File: config.mk
export PLATFORM = sky130hd
export DESIGN_NAME = zxuno_regport
export DESIGN_NICKNAME = d
export VERILOG_FILES = /design/src/rtl/zxuno_regs_pkg.sv /design/src/rtl/zxuno_regport_sync2.sv /design/src/rtl/zxuno_regport.sv
export SDC_FILE = /design/constraint.sdc
export NUM_CORES = 1
export LEC_CHECK = 0
export CAP_MARGIN = 40
export CORE_MARGIN = 1.5
export CORE_UTILIZATION = 39
export DETAILED_ROUTE_END_ITERATION = 12
export GPL_TIMING_DRIVEN = 0
export PLACE_DENSITY = 0.8
export SYNTH_ARGS = -nofsm -noshare
export SYNTH_HDL_FRONTEND = slang
export SYNTH_SLANG_ARGS = --single-unit
File: constraint.sdc
create_clock -name clk -period 2.4 [get_ports clk]
set_input_delay 0.24 -clock clk [delete_from_list [all_inputs] [get_ports clk]]
set_output_delay 0.24 -clock clk [all_outputs]
set_load 0.005 [all_outputs]
File: src/rtl/zxuno_regs_pkg.sv
// Shared constants for the ZX-UNO register bus: the two Z80 I/O ports,
// the front-end FSM state encoding and the register numbers, so that the
// front end and every register peripheral agree on the same values.
package zxuno_regs_pkg;

  // Z80 I/O ports of the register bus (full 16-bit decode)
  localparam logic [15:0] ZXUNO_ADDR_PORT = 16'hFC3B;
  localparam logic [15:0] ZXUNO_DATA_PORT = 16'hFD3B;

  // Register numbers written to the address port
  localparam logic [7:0] REG_MASTER_CONF   = 8'h00;
  localparam logic [7:0] REG_MASTER_MAPPER = 8'h01;
  localparam logic [7:0] REG_FLASH_SPI     = 8'h02;
  localparam logic [7:0] REG_FLASH_CS      = 8'h03;
  localparam logic [7:0] REG_SCANDBL_CTRL  = 8'h0B;
  localparam logic [7:0] REG_SCRATCH       = 8'hFE;
  localparam logic [7:0] REG_COREID        = 8'hFF;

  // Front-end access sequencer
  typedef enum logic [2:0] {
    ST_IDLE    = 3'd0,
    ST_WR_ADDR = 3'd1,
    ST_WR_DATA = 3'd2,
    ST_RD_DATA = 3'd3,
    ST_HOLD    = 3'd4
  } regport_state_e;

  // True when the Z80 address bus selects the given I/O port
  function automatic logic port_hit(input logic [15:0] addr,
                                    input logic [15:0] port);
    return addr == port;
  endfunction

endpackage

File: src/rtl/zxuno_regport_sync2.sv
// Two-flop synchroniser with a selectable preset value, used to bring the
// asynchronous Z80 strobes into the clk domain.
module sync2 #(
  parameter logic PRESET = 1'b1
) (
  input  logic clk,
  input  logic rst,
  input  logic d,
  output logic q
);

  logic meta_q, meta_d;
  logic sync_q, sync_d;

  // Shift the input through the two synchroniser stages
  always_comb begin
    meta_d = d;
    sync_d = meta_q;
  end

  // Synchroniser flops, preset to the inactive level on reset
  // NOTE: sequential state uses non-blocking assignments so both stages
  // sample their inputs from before the edge, giving a true two-stage shift.
  always_ff @(posedge clk or posedge rst) begin
    if (rst) begin
      meta_q <= PRESET;
      sync_q <= PRESET;
    end else begin
      meta_q <= meta_d;
      sync_q <= sync_d;
    end
  end

  assign q = sync_q;

endmodule

File: src/rtl/zxuno_regport.sv
// Z80-facing front end of the ZX-UNO register bus. Decodes the address
// and data ports, holds the selected register number, turns each data-port
// access into a single-clock strobe and steers read data onto the CPU bus.
module zxuno_regport
  import zxuno_regs_pkg::*;
#(
  parameter logic [15:0] ADDR_PORT  = ZXUNO_ADDR_PORT,
  parameter logic [15:0] DATA_PORT  = ZXUNO_DATA_PORT,
  parameter logic [7:0]  ADDR_RESET = 8'h00
) (
  input  logic        clk,
  input  logic        poweron_rst,
  input  logic [15:0] a,
  input  logic        iorq_n,
  input  logic        rd_n,
  input  logic        wr_n,
  input  logic [7:0]  cpu_din,
  output logic [7:0]  cpu_dout,
  output logic        cpu_oe_n,
  output logic [7:0]  zxuno_addr,
  output logic        zxuno_regwr,
  output logic        zxuno_regrd,
  output logic        zxuno_regrd_pulse,
  output logic [7:0]  zxuno_dout,
  input  logic [7:0]  reg_din,
  input  logic        reg_oe_n
);

  logic iorq_n_s;
  logic rd_n_s;
  logic wr_n_s;

  sync2 #(.PRESET(1'b1)) u_sync_iorq (
    .clk (clk),
    .rst (poweron_rst),
    .d   (iorq_n),
    .q   (iorq_n_s)
  );

  sync2 #(.PRESET(1'b1)) u_sync_rd (
    .clk (clk),
    .rst (poweron_rst),
    .d   (rd_n),
    .q   (rd_n_s)
  );

  sync2 #(.PRESET(1'b1)) u_sync_wr (
    .clk (clk),
    .rst (poweron_rst),
    .d   (wr_n),
    .q   (wr_n_s)
  );

  logic hit_addr;
  logic hit_data;
  logic wr_act;
  logic rd_act;

  assign hit_addr = port_hit(a, ADDR_PORT);
  assign hit_data = port_hit(a, DATA_PORT);
  assign wr_act   = ~iorq_n_s & ~wr_n_s;
  assign rd_act   = ~iorq_n_s & ~rd_n_s;

  regport_state_e state_q, state_d;
  logic [7:0]     addr_q, addr_d;
  logic [7:0]     dout_q, dout_d;
  logic           regwr_q, regwr_d;
  logic           regrd_q, regrd_d;
  logic           rd_pulse_q, rd_pulse_d;

  // Next-state and next-output logic of the access sequencer; strobes are
  // only raised on the way out of IDLE, so one Z80 cycle gives one pulse
  always_comb begin
    // NOTE: every signal gets a default before the case so no path leaves
    // it unassigned, which would otherwise infer a latch.
    state_d    = state_q;
    addr_d     = addr_q;
    dout_d     = dout_q;
    regrd_d    = regrd_q;
    regwr_d    = 1'b0;
    rd_pulse_d = 1'b0;
    unique case (state_q)
      ST_IDLE: begin
        // A write wins over a simultaneous (illegal) read
        if (wr_act) begin
          if (hit_addr) begin
            state_d = ST_WR_ADDR;
            addr_d  = cpu_din;
          end else if (hit_data) begin
            state_d = ST_WR_DATA;
            dout_d  = cpu_din;
            regwr_d = 1'b1;
          end
        end else if (rd_act && hit_data) begin
          state_d    = ST_RD_DATA;
          rd_pulse_d = 1'b1;
          regrd_d    = 1'b1;
        end
      end
      ST_WR_ADDR, ST_WR_DATA, ST_RD_DATA: begin
        state_d = ST_HOLD;
      end
      ST_HOLD: begin
        // Wait for the Z80 to release its strobes before re-arming
        if (!wr_act && !rd_act) begin
          state_d = ST_IDLE;
          regrd_d = 1'b0;
        end
      end
      default: begin
        state_d = ST_IDLE;
        regrd_d = 1'b0;
      end
    endcase
  end

  // Sequencer state and registered bus outputs
  always_ff @(posedge clk or posedge poweron_rst) begin
    if (poweron_rst) begin
      state_q    <= ST_IDLE;
      addr_q     <= ADDR_RESET;
      dout_q     <= 8'h00;
      regwr_q    <= 1'b0;
      regrd_q    <= 1'b0;
      rd_pulse_q <= 1'b0;
    end else begin
      state_q    <= state_d;
      addr_q     <= addr_d;
      dout_q     <= dout_d;
      regwr_q    <= regwr_d;
      regrd_q    <= regrd_d;
      rd_pulse_q <= rd_pulse_d;
    end
  end

  assign zxuno_addr        = addr_q;
  assign zxuno_dout        = dout_q;
  assign zxuno_regwr       = regwr_q;
  assign zxuno_regrd       = regrd_q;
  assign zxuno_regrd_pulse = rd_pulse_q;

  // CPU read-data steering straight from the raw strobes, so the bus is
  // driven for exactly as long as the Z80 holds the read
  always_comb begin
    cpu_dout = 8'hFF;
    cpu_oe_n = 1'b1;
    if (!iorq_n && !rd_n) begin
      if (hit_addr) begin
        cpu_dout = addr_q;
        cpu_oe_n = 1'b0;
      end else if (hit_data) begin
        cpu_dout = reg_din;
        cpu_oe_n = reg_oe_n;
      end
    end
  end

endmodule

Yosys cells after proc, flatten, opt, wreduce, memory -nomap -nowiden
Index checks and enable logic that the tools add are counted.
{"block": "classes", "n_eq_ne": 11, "n_mux": 23, "n_bitwise": 7, "n_reduce_logical": 13}
{"operator": "16-bit equality test, second input constant", "count": 2}
{"operator": "8-bit two-way mux", "count": 3}
{"operator": "3-bit two-way mux", "count": 5}
{"operator": "1-bit two-way mux", "count": 13}
{"operator": "3-bit one-hot mux with 3 select lines", "count": 1}
{"operator": "4-bit AND reduction", "count": 2}
{"operator": "3-bit by 2-bit equality test with 1-bit output, second input constant", "count": 2}
{"operator": "2-bit inequality test, second input constant", "count": 3}
{"operator": "3-bit AND reduction", "count": 2}
{"operator": "1-bit inverter", "count": 5}
{"operator": "1-bit logical NOT", "count": 4}
{"operator": "4-bit inequality test, second input constant", "count": 1}
{"operator": "3-bit by 1-bit equality test with 1-bit output, second input constant", "count": 1}
{"operator": "3-bit equality test, second input constant", "count": 1}
{"operator": "1-bit logical AND", "count": 3}
{"operator": "3-bit logical NOT", "count": 1}
{"operator": "3-bit inequality test, second input constant", "count": 1}
{"operator": "1-bit one-hot mux with 3 select lines", "count": 1}
{"operator": "3-bit OR reduction", "count": 1}
{"operator": "1-bit AND", "count": 2}
{"block": "totals", "reg_bits": 28, "input_bits": 38, "out_inout_bits": 28}

Longest topological paths before layout
Gate-level depths: netlist of run 1.
{"block": "depth", "depth_word": 6, "mapped_depth": 4}

Cells and area by module
Synthesis of run 1 repeated with hierarchy kept, for this count alone.
{"block": "unflattened", "hier_cells": 96, "area_unflattened_um2": 1315.0}
{"mod": "zxuno_regport", "n_inst": 1, "cells_each": 87, "area_per_inst_um2": 1146.1}
{"mod": "sync2", "n_inst": 3, "cells_each": 3, "area_per_inst_um2": 56.3}

Worst setup path before layout of run 1
No wires, ideal clock.
{"block": "synth_timing", "kind": "flip-flop to flip-flop", "start": "register state_q[0]", "end": "register dout_q[1], in the netlist zxuno_dout[1]", "t_arrival_ns": 1.610, "path_slack_ns": 0.665, "path_stages_with_launch": 4, "synth_period_minus_slack_ns": 1.735, "path_cell_list": "dfrtp_1 or3_4 nor4_4 mux2_2"}
{"block": "synth_via", "elab_chain_cells": 2}
{"item": "from (decl)", "line": "zxuno_regport.sv:64", "source": "regport_state_e state_q, state_d;"}
{"item": "from (signal assigned)", "line": "zxuno_regport.sv:127", "source": "state_q <= state_d;"}
{"item": "3-bit logical NOT", "line": "zxuno_regport.sv:82", "source": "unique case (state_q)"}
{"item": "4-bit AND reduction (no line)"}
{"item": "to (signal assigned)", "line": "zxuno_regport.sv:129", "source": "dout_q <= dout_d;"}
{"item": "to (decl)", "line": "zxuno_regport.sv:66", "source": "logic [7:0] dout_q, dout_d;"}
Every way passes these cells.
A chain may end at the register's enable or synchronous reset.

Worst setup path in the final report of run 1
{"block": "layout_timing", "start": "input a[13]", "end": "output cpu_dout[3]"}
{"block": "layout_via", "elab_chain_cells": 4, "word_cells_on_any_way": 5, "cone_classes": "eq/ne: 2; mux: 3"}
{"item": "from (decl)", "line": "zxuno_regport.sv:13", "source": "input logic [15:0] a,"}
{"item": "16-bit equality test", "line": "zxuno_regs_pkg.sv:31", "source": "return addr == port;"}
{"item": "8-bit two-way mux", "line": "zxuno_regport.sv:151", "source": "end else if (hit_data) begin"}
{"item": "8-bit two-way mux *", "line": "zxuno_regport.sv:148", "source": "if (hit_addr) begin"}
{"item": "8-bit two-way mux *", "line": "zxuno_regport.sv:147", "source": "if (!iorq_n && !rd_n) begin"}
{"item": "to (decl)", "line": "zxuno_regport.sv:18", "source": "output logic [7:0] cpu_dout,"}
Every way passes the cells marked *; elsewhere a longest branch is shown, timed or not.

==> reports/results.txt, run 1 <==
Outcome: completed
Placed Cells: 201
Transition time of the tightest slew-check pin: 0.643 ns
Post-synthesis sequential area ratio: 0.566
Cell types occupying the most area after synthesis: dfrtp_1 44%, mux2_2 14%, dfstp_2 13%
Worst hold path type: primary input to async pin
Top cells by count, synth: 22 x dfrtp_1, 15 x mux2_2, 10 x nand2_1
Die Y-Extent: 59.6 microns
WS Path Type: primary input to primary output
Remaining DRCs: 0
Number of antenna violations at the first check in global routing: 0
Combined global-route utilization of all metal layers: 0.198
Drt total wl: 3420 microns
Number of detailed-routing iterations run before antenna repair: 4
Final setup margin: 0.159 ns
Post-Synthesis Mean Instance Area: 13.7 sq um
Weighted congestion reported at the end of routability-driven placement: 0.762
Clock-pin slew reported for the worst setup and hold paths after clock tree synthesis: 0.15 ns
Maximum clock frequency: 446 MHz
Cell mode on critical path: clkdlybuf4s50_1
Buffers on Ports: 65
Yosys top cell area share: 0.440
FF+latch count, synth: 28
PwrDens: 434 nW/um^2
Maxcap violations: 0
Number of flops mapped to enable cells by yosys: 0
Reported leakage power: 0.909 nW
Post-route clock period utilization: 0.934
Top flip-flop cell by instance count after synthesis: dfrtp_1
Critical Path, Cell by Cell: clkdlybuf4s50_1, nor4b_4, nand3_2, nor4_4, buf_2, nand2_1, clkdlybuf4s50_1
Library cell occupying the most area in the post-synthesis netlist: dfrtp_1
Die Area: 3560 sq um
Final global-route overflow total: 0
Pre-CTS worst setup slack: -0.472 ns
DRC marker count from the first detailed-route iteration: 24
Fraction of the core area covered by cells at the end of the flow: 0.684
Die W: 59.6 microns
ANT nets after route: 0
Most repeated cell in the gate-level netlist after synthesis: dfrtp_1
Delay-heaviest family, CP: buffers and inverters
Vias in the first global route: 1098
Total clock sinks: 28
Headroom to the max-slew limit: 0.568
CP max FO: 4
Total nets after synthesis: 129
Pint: 720 uW
Max H-tree Level: 1
Max Root-Sink Buffers: 2
Switching power share of the total: 0.206
Root buffer selected by CTS: clkbuf_4
Clk Latency, worst-skew pair: 0.33 ns
Non-filler cells in the finished layout: 208
Setup repair after global routing missed its margin: false
Maximum vdd ir drop: 0.299 mV
Category of the worst setup path launch point: primary input
Gate count of the mapped netlist: 91
Required time of the worst setup path: 2.16 ns
Clock share of power: 0.345
Fraction of registers with async set or reset after synthesis: 1.00
ANT cells: 0
Buffers and inverters on the worst path: 3
Count of synthesis-stage warnings from yosys: 0
Post-layout total power: 906 uW
Maximum number of pins on one net before global-route repair: 21
HPWL after detailed placement: 2700 microns
Part of the total power dissipated in combinational logic: 0.121
Post-placement cell area: 1980 sq um
Type of element capturing the critical path: primary output
Highest cell delay on the worst timing path: 0.49 ns
Critical Path AT: 2.00 ns
Number of vias per cell: 4.93
Post-route clock skew: 0.00154 ns
TritonCTS clock tree: done
Final instance area: 2090 sq um
Number of nets in the layout: 203
Number of vias in the routed layout: 1026
CP max stage cell: clkdlybuf4s50_1
Number of endpoints with negative hold slack in the final report: 0
Final count of negative-setup-slack endpoints: 0
Number of unique standard cell types used by synthesis: 29
Area growth syn-to-layout: 66.8%
Min Tclk post-route: 2.24 ns
Number of rows created at floorplan: 20
Top Ports: 66
Average detailed-routed wire length per instance: 16.4 microns
Num CTS Buffers: 3
Max-slew violation total from the final report: 0
Switching power total: 186 uW
Synthesized area: 1250 sq um
Placeable Area: 3050 sq um
Portion of total power attributed to sequential cells: 0.534
Wire length of the first global-routing pass: 5200 microns
Initial standard-cell utilization of the core: 0.410
Fraction of final layout cells sized beyond drive strength 1: 0.244
## area by class of cell
| cell class | instances | area, sq um |
|---|---|---|
| fillers | 248 | 966 |
| multi-input cells | 61 | 564 |
| repair buffers | 69 | 698 |
| well taps | 44 | 55.1 |
| inverters | 1 | 3.75 |
| clock inverters | 1 | 30.0 |
| clock buffers | 3 | 22.5 |
| plain buffers | 1 | 5.00 |
| flip-flops and latches | 28 | 708 |
## power by group through the flow
stage	Clock [mW]	Combinational, mW	Sequential (mW)
6_report	0.312	0.110	0.484
5_1_grt	0.338	0.119	0.485
4_1_cts	0.325	0.109	0.484
3_5_place_dp	0	0.109	0.492
3_3_place_gp	0	0.0978	0.492
2_1_floorplan	0	0.0298	0.492
## stage by stage
step / hold WS, ns / setup TNS [ns]
5_1_grt: 0.236 / 0
4_1_cts: 0.177 / 0
3_3_place_gp: 0.346 / -2.91
2_1_floorplan: 0.244 / 0
3_5_place_dp: 0.350 / -4.08
6_report: 0.183 / 0
## cell families (layout without fill, tap and decap cells)
logic type      count (synthesis)  after routing  share of synthesized area
buf+inv                         2             75                    0.00599
flops                          28             28                      0.566
compound gates                  4              4                     0.0210
mux                            24             24                      0.208
simple gates                   33             33                      0.199
## layer usage
metal	global-route usage	part of all wire	vias up
met1	0.224	0.38	512
li1	-	-	478
met5	0	0	-
met2	0.377	0.57	34
met3	0.0306	0.048	2
met4	0.0571	0.0047	0
## repair_timing
item | in CTS | in global routing
setup endpoints to repair | 9 | 9
pin swaps | 3 | 1
endpoints found under the hold margin | 0 | 0
buffers inserted | 2 | 0
hold buffers | 0 | 0
gates cloned | 1 | 0
resized for setup | 7 | 2
## flip-flops by register name (all words and copies together), names as in the netlist
register / cells
zxuno_addr: 8
u_sync_iorq.q: 1
u_sync_rd.q: 1
u_sync_rd.meta_q: 1
u_sync_wr.meta_q: 1
state_q: 3
u_sync_iorq.meta_q: 1
zxuno_regrd: 1
zxuno_regwr: 1
zxuno_dout: 8
u_sync_wr.q: 1
zxuno_regrd_pulse: 1
## worst paths after layout
| kind | cells past startpoint | slack [ns] | endpoint | startpoint |
|---|---|---|---|---|
| worst max-delay path | 7 | 0.16 | cpu_dout[3] | a[13] |
| worst min-delay path | 2 | 0.18 | zxuno_addr[1] | poweron_rst |
| worst max register to register | 3 | 0.44 | zxuno_dout[7] | state_q[0] |
| worst min register to register | 0 | 0.37 | u_sync_iorq.q | u_sync_iorq.meta_q |
| max in group asynchronous | 3 | 1.70 | u_sync_rd.q | poweron_rst |
| min in group clk | 1 | 0.31 | u_sync_wr.meta_q | wr_n |
## placed cells by master (no fill, tap or decap), drive strengths merged
| cell | count |
|---|---|
| dfstp | 6 |
| mux2i | 8 |
| and2 | 1 |
| inv | 1 |
| or3 | 2 |
| a21o | 1 |
| a21oi | 1 |
| o31a | 1 |
| buf | 4 |
| mux2 | 16 |
| and4 | 2 |
| dlygate4sd2 | 3 |
| clkbuf | 4 |
| nand3 | 2 |
| nand3b | 1 |
| dfrtp | 22 |
| nand2b | 2 |
| nor3b | 1 |
| nor4 | 5 |
| o21ai | 1 |
| bufinv | 1 |
| clkdlybuf4s50 | 62 |
| and4b | 1 |
| and3 | 1 |
| nor4b | 2 |
| nand2 | 10 |
| or2 | 2 |
| nand4 | 1 |
(Power assumes the default switching activity.)
==> run 2: changes to the inputs <==
CTS_CLUSTER_DIAMETER = 80   (was not set)
==> results of run 2 <==
Same layout as run 1: the final DEF is identical, and so are final timing and power.
